==> src/rtl/i2c_target_regfile.sv <==
// I2C target with a byte-wide register file and an auto-incrementing pointer.
// The host writes a pointer byte, then data bytes that land at successive
// registers. It can also read successive registers from the current pointer.
// Every bus write is reported to local logic as a one-cycle pulse.
module i2c_target_regfile #(
  parameter logic [6:0] TargetAddr = 7'h3C,
  parameter int         NumRegs    = 16,
  localparam int        PtrW       = $clog2(NumRegs)
) (
  input  logic            clk_i,
  input  logic            rst_i,
  input  logic            cio_scl_i,
  input  logic            cio_sda_i,
  output logic            cio_sda_o,
  output logic            cio_sda_en_o,
  output logic            wr_valid_o,
  output logic [PtrW-1:0] wr_addr_o,
  output logic [7:0]      wr_data_o,
  input  logic [PtrW-1:0] reg_rd_addr_i,
  output logic [7:0]      reg_rd_data_o,
  output logic            busy_o
);

  typedef enum logic [3:0] {
    IDLE      = 4'd0,
    ADDR      = 4'd1,
    ADDR_ACK  = 4'd2,
    PTR       = 4'd3,
    PTR_ACK   = 4'd4,
    WR_DATA   = 4'd5,
    WR_ACK    = 4'd6,
    RD_DATA   = 4'd7,
    RD_ACK    = 4'd8,
    WAIT_STOP = 4'd9
  } state_e;

  state_e          state_q, state_d;
  logic [3:0]      cnt_q, cnt_d;
  logic [7:0]      rx_q, rx_d;
  logic [7:0]      tx_q, tx_d;
  logic [PtrW-1:0] ptr_q, ptr_d;
  logic            rw_q, rw_d;
  logic            sda_en_q, sda_en_d;
  logic            wr_valid_q, wr_valid_d;
  logic [PtrW-1:0] wr_addr_q, wr_addr_d;
  logic [7:0]      wr_data_q, wr_data_d;
  logic            reg_we;
  logic [7:0]      regs_q [NumRegs];

  logic scl_s1_q, scl_s2_q, scl_prev_q;
  logic sda_s1_q, sda_s2_q, sda_prev_q;
  logic scl_rise, scl_fall, start_det, stop_det;

  // Synchronize the pads and keep one extra stage for edge detection. The
  // flops reset to 1 (idle bus level) so leaving reset never looks like START.
  always_ff @(posedge clk_i or posedge rst_i) begin
    if (rst_i) begin
      scl_s1_q   <= 1'b1;
      scl_s2_q   <= 1'b1;
      scl_prev_q <= 1'b1;
      sda_s1_q   <= 1'b1;
      sda_s2_q   <= 1'b1;
      sda_prev_q <= 1'b1;
    end else begin
      scl_s1_q   <= cio_scl_i;
      scl_s2_q   <= scl_s1_q;
      scl_prev_q <= scl_s2_q;
      sda_s1_q   <= cio_sda_i;
      sda_s2_q   <= sda_s1_q;
      sda_prev_q <= sda_s2_q;
    end
  end

  assign scl_rise  = scl_s2_q & ~scl_prev_q;
  assign scl_fall  = ~scl_s2_q & scl_prev_q;
  assign start_det = sda_prev_q & ~sda_s2_q & scl_s2_q & scl_prev_q;
  assign stop_det  = ~sda_prev_q & sda_s2_q & scl_s2_q & scl_prev_q;

  // Protocol FSM: bits are sampled on SCL rise, and every SDA change and
  // state step happens on SCL fall. START and STOP override everything.
  always_comb begin
    state_d    = state_q;
    cnt_d      = cnt_q;
    rx_d       = rx_q;
    tx_d       = tx_q;
    ptr_d      = ptr_q;
    rw_d       = rw_q;
    sda_en_d   = sda_en_q;
    wr_valid_d = 1'b0;
    wr_addr_d  = wr_addr_q;
    wr_data_d  = wr_data_q;
    reg_we     = 1'b0;

    if (scl_rise) begin
      rx_d = {rx_q[6:0], sda_s2_q};
      if (cnt_q != 4'hF) begin
        cnt_d = cnt_q + 4'd1;
      end
    end

    if (start_det) begin
      state_d  = ADDR;
      cnt_d    = 4'd0;
      sda_en_d = 1'b0;
    end else if (stop_det) begin
      state_d  = IDLE;
      cnt_d    = 4'd0;
      sda_en_d = 1'b0;
    end else if (scl_fall) begin
      case (state_q)
        ADDR: begin
          if (cnt_q == 4'd8) begin
            rw_d = rx_q[0];
            if (rx_q[7:1] == TargetAddr) begin
              state_d  = ADDR_ACK;
              sda_en_d = 1'b1;
            end else begin
              state_d  = WAIT_STOP;
              sda_en_d = 1'b0;
            end
          end
        end
        ADDR_ACK: begin
          cnt_d = 4'd0;
          if (rw_q) begin
            state_d  = RD_DATA;
            tx_d     = regs_q[ptr_q];
            sda_en_d = ~regs_q[ptr_q][7];
          end else begin
            state_d  = PTR;
            sda_en_d = 1'b0;
          end
        end
        PTR: begin
          if (cnt_q == 4'd8) begin
            ptr_d    = rx_q[PtrW-1:0];
            state_d  = PTR_ACK;
            sda_en_d = 1'b1;
          end
        end
        PTR_ACK, WR_ACK: begin
          state_d  = WR_DATA;
          cnt_d    = 4'd0;
          sda_en_d = 1'b0;
        end
        WR_DATA: begin
          if (cnt_q == 4'd8) begin
            reg_we     = 1'b1;
            wr_valid_d = 1'b1;
            wr_addr_d  = ptr_q;
            wr_data_d  = rx_q;
            ptr_d      = ptr_q + PtrW'(1);
            state_d    = WR_ACK;
            sda_en_d   = 1'b1;
          end
        end
        RD_DATA: begin
          if (cnt_q == 4'd8) begin
            ptr_d    = ptr_q + PtrW'(1);
            state_d  = RD_ACK;
            sda_en_d = 1'b0;
          end else begin
            tx_d     = {tx_q[6:0], 1'b0};
            sda_en_d = ~tx_q[6];
          end
        end
        RD_ACK: begin
          cnt_d = 4'd0;
          if (!rx_q[0]) begin
            state_d  = RD_DATA;
            tx_d     = regs_q[ptr_q];
            sda_en_d = ~regs_q[ptr_q][7];
          end else begin
            state_d  = WAIT_STOP;
            sda_en_d = 1'b0;
          end
        end
        default: begin
          sda_en_d = 1'b0;
        end
      endcase
    end
  end

  // FSM, datapath and write-report registers.
  always_ff @(posedge clk_i or posedge rst_i) begin
    if (rst_i) begin
      state_q    <= IDLE;
      cnt_q      <= 4'd0;
      rx_q       <= 8'h00;
      tx_q       <= 8'h00;
      ptr_q      <= '0;
      rw_q       <= 1'b0;
      sda_en_q   <= 1'b0;
      wr_valid_q <= 1'b0;
      wr_addr_q  <= '0;
      wr_data_q  <= 8'h00;
    end else begin
      state_q    <= state_d;
      cnt_q      <= cnt_d;
      rx_q       <= rx_d;
      tx_q       <= tx_d;
      ptr_q      <= ptr_d;
      rw_q       <= rw_d;
      sda_en_q   <= sda_en_d;
      wr_valid_q <= wr_valid_d;
      wr_addr_q  <= wr_addr_d;
      wr_data_q  <= wr_data_d;
    end
  end

  // Register file, written only from the bus.
  always_ff @(posedge clk_i or posedge rst_i) begin
    if (rst_i) begin
      for (int i = 0; i < NumRegs; i++) begin
        regs_q[i] <= 8'h00;
      end
    end else if (reg_we) begin
      regs_q[ptr_q] <= rx_q;
    end
  end

  assign cio_sda_o     = 1'b0;
  assign cio_sda_en_o  = sda_en_q;
  assign wr_valid_o    = wr_valid_q;
  assign wr_addr_o     = wr_addr_q;
  assign wr_data_o     = wr_data_q;
  assign reg_rd_data_o = regs_q[reg_rd_addr_i];
  assign busy_o        = (state_q != IDLE) && (state_q != ADDR) && (state_q != WAIT_STOP);

endmodule

==> config.mk <==
export PLATFORM = sky130hd
export DESIGN_NAME = i2c_target_regfile
export DESIGN_NICKNAME = d
export VERILOG_FILES = /design/src/rtl/i2c_target_regfile.sv
export SDC_FILE = /design/constraint.sdc
export NUM_CORES = 1
export LEC_CHECK = 0
export CAP_MARGIN = 5
export CORE_ASPECT_RATIO = 0.5
export CORE_MARGIN = 5
export CORE_UTILIZATION = 60
export CTS_BUF_LIST = sky130_fd_sc_hd__clkbuf_2 sky130_fd_sc_hd__clkbuf_4 sky130_fd_sc_hd__clkbuf_8
export DETAILED_ROUTE_END_ITERATION = 16
export MAX_ROUTING_LAYER = met4
export PLACE_DENSITY = 0.74
export SLEW_MARGIN = 10
export SYNTH_ARGS = -nofsm -noshare
export SYNTH_HDL_FRONTEND = slang
export SYNTH_SLANG_ARGS = --single-unit
==> constraint.sdc <==
create_clock -name clk_i -period 7.34 [get_ports clk_i]
set_input_delay 1.468 -clock clk_i [delete_from_list [all_inputs] [get_ports clk_i]]
set_output_delay 1.468 -clock clk_i [all_outputs]
set_load 0.01 [all_outputs]
==> run summary, run 1 <==
Count of final setup violators: 0. The global-route wire length before repair was 36.3 mm; the sum of routed wire length over all layers was 22.6 mm. The uppermost layer routed was met4. For this run, the total global-route usage over all layers was measured as 26.7%. Origin of the critical flop-to-flop path: ptr_q[3]$_DFFE_PP0P_. The largest area contributor in the netlist was dfrtp_1. The count of synthesis-stage warnings from yosys came out at 0. The number of port buffers is 30.

The share of total power dissipated in sequential elements is 56.7%. From synthesis to final layout, the design area changed by 6.72%. Synthesis produced a netlist whose cell count is 674. Total power for the finished layout comes to 2.00 mW. For the detailed-placement wirelength estimate, the log shows 14.6 mm.

Setup slack on the worst reg-to-reg path comes out at 4.31 ns. The clock transition at the registers of the reported paths came out at 0.08 ns. The proportion of power drawn by the clock network is 35.2%. Power spread over the standard cell area amounts to 200 mW/mm2. The startpoint identified for the worst hold timing path is sda_s1_q$_DFF_PP1_.

The tightest min-delay check is of the flip-flop to flip-flop type. The tools report the global route total overflow as 0. STA classifies the critical path startpoint as a primary input. The routed layout has 5915 vias.

The effective utilization at floorplan is 61.0%, and the normalized max-slew margin is 24.3%. The critical path data required time is 5.87 ns. The via density per instance is 6.76.

The endpoint identified for the worst register-to-register timing path is regs_q[33]$_DFFE_PP0P_. The number of instances on the worst hold path works out to 0. The worst path needs 5.60 ns of the cycle, external delays included. For this design the total switching power over the nets is 0.580 mW.

By count the netlist is led by dfrtp_1 (170), mux2_2 (161), mux4_2 (64). Routed wire length on met2: 10.3 mm. By area the synthesized netlist is led by dfrtp_1 (45%), mux2_2 (19%), mux4_2 (15%). Counting cells, the worst reg-to-reg path comes to 3. The clock drives 176 sinks. The number of setup buffers added after CTS is 0. The critical path goes through clkdlybuf4s50_1 -> buf_4 -> mux4_2 -> mux4_2 -> clkdlybuf4s50_1. The leading cell type by number of instances after synthesis was dfrtp_1. At the end of the flow, the number of nets in the layout was 674. Of the available clock period, the critical path in the final layout requires 76.3%.

The logs give 6049 for the via count of the first global-routing pass and 115 uV for the maximum vdd ir drop. Destination of the worst hold path: sda_s2_q$_DFF_PP1_. Timing would allow up to 0.179 GHz. Once detail routing completed, the nets flagged for antenna violations numbered 0. Summed over all nets, wire length on met3 after detailed routing comes to 2.03 mm. The floorplan step defined a core boundary enclosing 0.0153 mm2. Switching part of the total: 29.0%. The tools report the setup TNS after final layout as 0 ns. The run gives 0 as the number of resized instances in the post-cts repair step. Data on the critical path arrives at its endpoint at 4.13 ns.

For the count of final max-slew check failures, the log shows 0. Among cell families on the critical path, the largest total delay comes from buffers and inverters. The share of total power in combinational logic is 8.1%, and the routed length per instance is 25.8 um. Synthesis inferred 176 register bits. The floorplan step defined a die boundary enclosing 0.0183 mm2. The library cell used as clock root buffer is clkbuf_8. Buffers inserted during clock tree synthesis total 17. The element type at the critical path end was an output port. The length of the first detailed-routing pass in iterations is 5. In this run the horizontal extent of the chip is 187 um. Sequential cells were found to cover 47.2% of the synthesized design area.

Clock latency on the worst-skew pair, taken at its later pin, is 0.47 ns. After floorplanning, the core was divided into 32 placement rows. The tools report the maximum clock path buffer count as 2.

The delay contributed by the slowest stage of the critical path was 1.01 ns; the maximum number of pins on one net before global-route repair was 116. The cts-stage hold buffer count was 0. The largest individual stage delay along the critical path comes from the cell clkdlybuf4s50_1. Setup repair after global routing left no endpoint under its margin. The synthesized netlist occupies a cell area of 0.00935 mm2. The initial antenna violation count was 0; the share of synthesized registers carrying an async set or reset was 100%. Max-cap violations in this run came to 0. After detailed routing, the wire length on met1 is 9.87 mm. In this run the number of H-tree levels came out at 4. The run gives 4.45 nW as the cell leakage power. After synthesis, the mean cell area works out to 13.9 um2. The area share of the leading cell type in the synthesized netlist is 45.5%. After the first detailed-routing iteration, the DRC count stood at 547. Routability-driven placement finished with a final weighted congestion of 0.908. The synthesized net count is 688, and the number of design rule violations left after detail routing is 0.

The number of buffer and inverter stages on the critical path was 3; the worst-path maximum fanout was 14. The ratio of cells with drive above 1 in the final layout is 42.0%. 32 I/O pins were placed. The run finished with clean final reports. The internal portion of the total power is 1.42 mW. Actual transition at the worst max-transition pin: 1.13 ns.

TritonCTS built the clock tree. The logs give 0.0140 ns for the maximum clock skew at final layout and 0 for the final antenna diode count. The flip-flop cell with the highest count after synthesis is dfrtp_1.

Critical path class: primary input to output port. The vertical die dimension was 98.3 um. Synthesis instantiated 60 different standard cells from the library.

The run gives 0 as the hold violation total from the final report. The number of enable-type register cells in the synthesized netlist came out at 0.
## power by group through the flow
stage | clock, mW | sequential [mW] | combinational [mW]
2_1_floorplan | 0 | 1.05 | 0.195
3_3_place_gp | 0 | 1.14 | 0.158
3_5_place_dp | 0 | 1.15 | 0.163
4_1_cts | 0.717 | 1.13 | 0.164
5_1_grt | 0.760 | 1.14 | 0.181
6_report | 0.703 | 1.13 | 0.162
## layer usage
layer  GRT usage, %  up-vias
met1           37.1     3130
met5              -        -
met3           8.18       41
met2           38.8      256
li1               -     2488
met4           6.99        0
## area by class of cell
class | count | area (um2)
flip-flops and latches | 176 | 4410
well taps | 204 | 255
fillers | 1101 | 5360
clock inverters | 12 | 161
multi-input cells | 417 | 4510
repair buffers | 37 | 348
clock buffers | 18 | 241
inverters | 11 | 46.3
## cell usage in the layout (no fill, tap or decap), types with 6 or more instances in the layout
master / count
dfstp_2: 6
a21oi_1: 16
clkbuf_8: 17
inv_1: 9
mux4_2: 64
nand3_1: 11
nand2_1: 31
mux2_2: 161
nor3_1: 7
buf_4: 7
dfrtp_1: 169
o21ai_0: 8
nand4_1: 6
nor2_1: 12
and3_1: 17
ha_1: 6
clkdlybuf4s50_1: 29
## logic make-up after synthesis
kind of cell             after synthesis  synth area share, %
AO/OA/AOI/OAI                         57                 4.16
XOR/XNOR                               5                0.468
adder cells (fa/ha/maj)                6                0.803
buffers and inverters                 81                 4.64
flip-flops                           176                 47.2
multiplexers                         234                 35.8
other                                  1               0.0401
AND/OR/NAND/NOR                      114                 6.88
## stage by stage
stage / setup slack (ns) / util (%) / cells / hold WS, ns / instance area (um2)
after floorplan: 1.11 / - / 674 / 0.345 / 9350
after global placement: 1.82 / 62.4 / 845 / 0.346 / 9580
after detailed placement: 1.75 / 62.4 / 845 / 0.347 / 9580
after CTS: 1.73 / 65.1 / 875 / 0.360 / 9980
after global routing: 1.66 / 65.1 / 875 / 0.362 / 9980
final: 1.74 / 65.1 / 875 / 0.359 / 9980
## registers in the layout, summed over array words and instances (netlist names)
signal and cells:
cio_sda_en_o 1, cnt_q 4, ptr_q 4, regs_q 128, rw_q 1, rx_q 8, scl_prev_q 1, scl_s1_q 1
scl_s2_q 1, sda_prev_q 1, sda_s1_q 1, sda_s2_q 1, state_q 4, tx_q 7, wr_addr_o 4, wr_data_o 8
wr_valid_o 1
## how the worst max path moves through the flow
stage / endpoint / slack, ns / depth (start not counted) / start
3_3_place_gp: reg_rd_data_o[6] / 1.82 / 5 / reg_rd_addr_i[1]
6_report: reg_rd_data_o[6] / 1.74 / 5 / reg_rd_addr_i[1]
3_5_place_dp: reg_rd_data_o[6] / 1.75 / 5 / reg_rd_addr_i[1]
2_1_floorplan: cio_sda_en_o$_DFFE_PP0P_ / 1.11 / 1 / rst_i
4_1_cts: reg_rd_data_o[6] / 1.73 / 5 / reg_rd_addr_i[1]
5_1_grt: reg_rd_data_o[6] / 1.66 / 5 / reg_rd_addr_i[1]
Note: power is estimated with default switching activity, not from simulation.
==> inputs of run 2 (changes only) <==
--- a/config.mk
+++ b/config.mk
@@ -8,11 +8,11 @@
 export CAP_MARGIN = 5
 export CORE_ASPECT_RATIO = 0.5
 export CORE_MARGIN = 5
-export CORE_UTILIZATION = 60
+export CORE_UTILIZATION = 58
 export CTS_BUF_LIST = sky130_fd_sc_hd__clkbuf_2 sky130_fd_sc_hd__clkbuf_4 sky130_fd_sc_hd__clkbuf_8
 export DETAILED_ROUTE_END_ITERATION = 16
 export MAX_ROUTING_LAYER = met4
-export PLACE_DENSITY = 0.74
+export PLACE_DENSITY = 0.75
 export SLEW_MARGIN = 10
 export SYNTH_ARGS = -nofsm -noshare
 export SYNTH_HDL_FRONTEND = slang
==> constraint.sdc (replaced) <==
create_clock -name clk_i -period 5 [get_ports clk_i]
set_input_delay 1 -clock clk_i [delete_from_list [all_inputs] [get_ports clk_i]]
set_output_delay 1 -clock clk_i [all_outputs]
set_load 0.01 [all_outputs]
==> run 2 against run 1 <==
Clock skew grew 0.013 ns. Largest cell class unchanged. Non-clock buffer count rose by 3. Largest power group unchanged. Cell area rose by 0.50%. Clock power rose by 41%.
==> run summary, run 2 (same netlist as run 1, synthesis figures left out) <==
The run finished with clean final reports. For the final antenna diode count, the log shows 0. Setup repair after global routing left no endpoint under its margin.

The logs give 0 for the count of antenna-violating nets left after detailed routing and 32 for the placement row count. Core outline area: 0.0156 mm2. The die is 99.8 um tall. Cells with a size suffix above 1 make up 42.5% of the layout. The run gives 0.00963 mm2 as the placed instance area. The tools report the count of final setup violators as 0. In this run the deepest clock path goes through 2 buffers.

The count of final max-slew check failures is 0. The actual transition at the worst max-transition pin was 1.11 ns. Worst hold path class: flip-flop to flip-flop. Leaving out fill and tap cells, the most frequent cells in the layout are dfrtp_1 (169), mux2_2 (161), mux4_2 (64). In this run, post-CTS hold repair placed 0 buffers.

For the critical path arrival, the log shows 3.43 ns. After global routing the overflow that remains totals 0. The run gives 176 as the clock sink total.

The final instance area was 0.0100 mm2; the number of resized instances in the post-cts repair step was 0. The logs give 0 for the initial antenna violation count and 5901 for the count of vias placed by the detailed router. The worst-path maximum fanout works out to 20. The final core utilization was 64.2%. The critical path class was primary input to output port.

In this run the static leakage power is 4.48 nW. On the worst path, the slowest cell contributes a delay of 0.85 ns. STA classifies the critical path startpoint as a primary input.

The number of DRC violations after detailed-routing iteration 0 was 572; the fraction of the cycle the final worst path needs was 88.6%. The run gives 0.893 as the weighted congestion reported at the end of routability-driven placement. The run gives 32 as the top-level I/O count. The tree is rooted in a clkbuf_8. The peak clock frequency supported by timing was 0.226 GHz. The clock transition at the registers of the reported paths is 0.10 ns, and the max-cap check violation count is 0.

Entering global routing, the biggest net connects 177 pins. Post-CTS timing repair inserted 0 buffers for setup. The normalized max-slew margin was 26.0%; the effective utilization at floorplan was 59.9%. In this run the worst setup path begins at reg_rd_addr_i[1]. After detailed routing, the average wire length per cell comes to 25.5 um. The critical path's slowest cell is clkdlybuf4s50_1. For this run, the post-layout net count is 677. The first global-routing pass estimated 36.3 mm of wire.

The tools report the global router's overall resource usage as 26.2%. For the worst setup path, the data required time is 4.00 ns. The tools report the maximum level of the CTS H-tree as 4. Area overhead of the layout relative to synthesis: 7.25%. The sum of routed wire length over all layers was 22.5 mm. TritonCTS built the clock tree. The number of port buffers was 30. For the number of buffers inserted during clock tree synthesis, the log shows 17. The maximum vdd ir drop is 183 uV, and the clock period minus final worst setup slack is 4.43 ns. The maximum clock skew at final layout was 0.0270 ns; the insertion delay of the later-clocked pin in the worst-skew pair was 0.48 ns.

The signal on the critical path passes through clkdlybuf4s50_1 -> buf_12 -> mux4_2 -> mux4_2 -> clkdlybuf4s50_1. The die covers 0.0189 mm2. Dividing the detail-routed via count by the number of cells gives 6.71. Setup slack closes at 0.568 ns. Dividing total power by cell area gives a power density of 289 mW/mm2.

Leading cell type in the layout, fill and taps excluded: dfrtp_1. Via count of the first global-routing pass: 6060. Counting the fill cells in the layout gives 1143. Setup TNS after final layout: 0 ns. Startpoint of the lowest-slack hold path: sda_s1_q$_DFF_PP1_. From left edge to right edge, the die measures 190 um.

OpenSTA, run right after detailed placement, puts the worst setup slack at 0.570 ns. Origin of the critical flop-to-flop path: ptr_q[3]$_DFFE_PP0P_. The worst setup path is captured at an output port. After legalization and detailed placement, the total HPWL measured 14.4 mm.

For the length of the first detailed-routing pass in iterations, the log shows 5. The register with the most flip-flops in the final layout is regs_q. The hold violation total from the final report was 0; the number of flip-flops in the largest register was 128.

The tools report the number of design rule violations left after detail routing as 0.
[run 2: metal layers]
layer / vias up / part of all wire [%] / global-route usage, %
li1: 2503 / - / -
met1: 3090 / 45 / 37.9
met2: 284 / 44 / 36.7
met3: 24 / 9.7 / 7.99
met4: 0 / 1.2 / 6.56
met5: - / 0 / -
[run 2: per-stage QoR]
step / power [mW] / hold slack (ns) / std cells
2_1_floorplan: 1.82 / 0.345 / 674
3_3_place_gp: 1.92 / 0.352 / 848
3_5_place_dp: 1.93 / 0.348 / 848
4_1_cts: 2.91 / 0.367 / 880
5_1_grt: 3.03 / 0.369 / 880
6_report: 2.90 / 0.365 / 880
[run 2: final timing paths]
check | end | slack, ns | depth (start not counted)
hold reg to reg | sda_s2_q$_DFF_PP1_ | 0.36 | 0
min in group asynchronous | regs_q[123]$_DFFE_PP0P_ | 1.12 | 3
max in group asynchronous | ptr_q[0]$_DFFE_PP0P_ | 3.11 | 3
setup reg to reg | regs_q[43]$_DFFE_PP0P_ | 1.97 | 3
setup / recovery | reg_rd_data_o[2] | 0.57 | 5
hold / removal | sda_s2_q$_DFF_PP1_ | 0.36 | 0
[run 2: power breakdown]
part | total, mW | internal, mW | switching [mW]
sequential | 1.67 | 1.47 | 0.195
combinational | 0.239 | 0.113 | 0.126
clock | 0.993 | 0.381 | 0.612
[run 2: cell type report]
cell class / instances / area (um2) / area share, %
clock buffer: 17 / 234 / 2.33
clock inverter: 15 / 160 / 1.60
inverter: 11 / 45.0 / 0.449
multi-input combinational: 417 / 4510 / 45.0
sequential: 176 / 4410 / 44.0
tap: 204 / 255 / 2.55
timing repair buffer: 40 / 408 / 4.07
[run 2: critical path, delay by kind of cell]
family   cells  cell delay, ns
buf+inv      3            1.61
mux          2            0.82
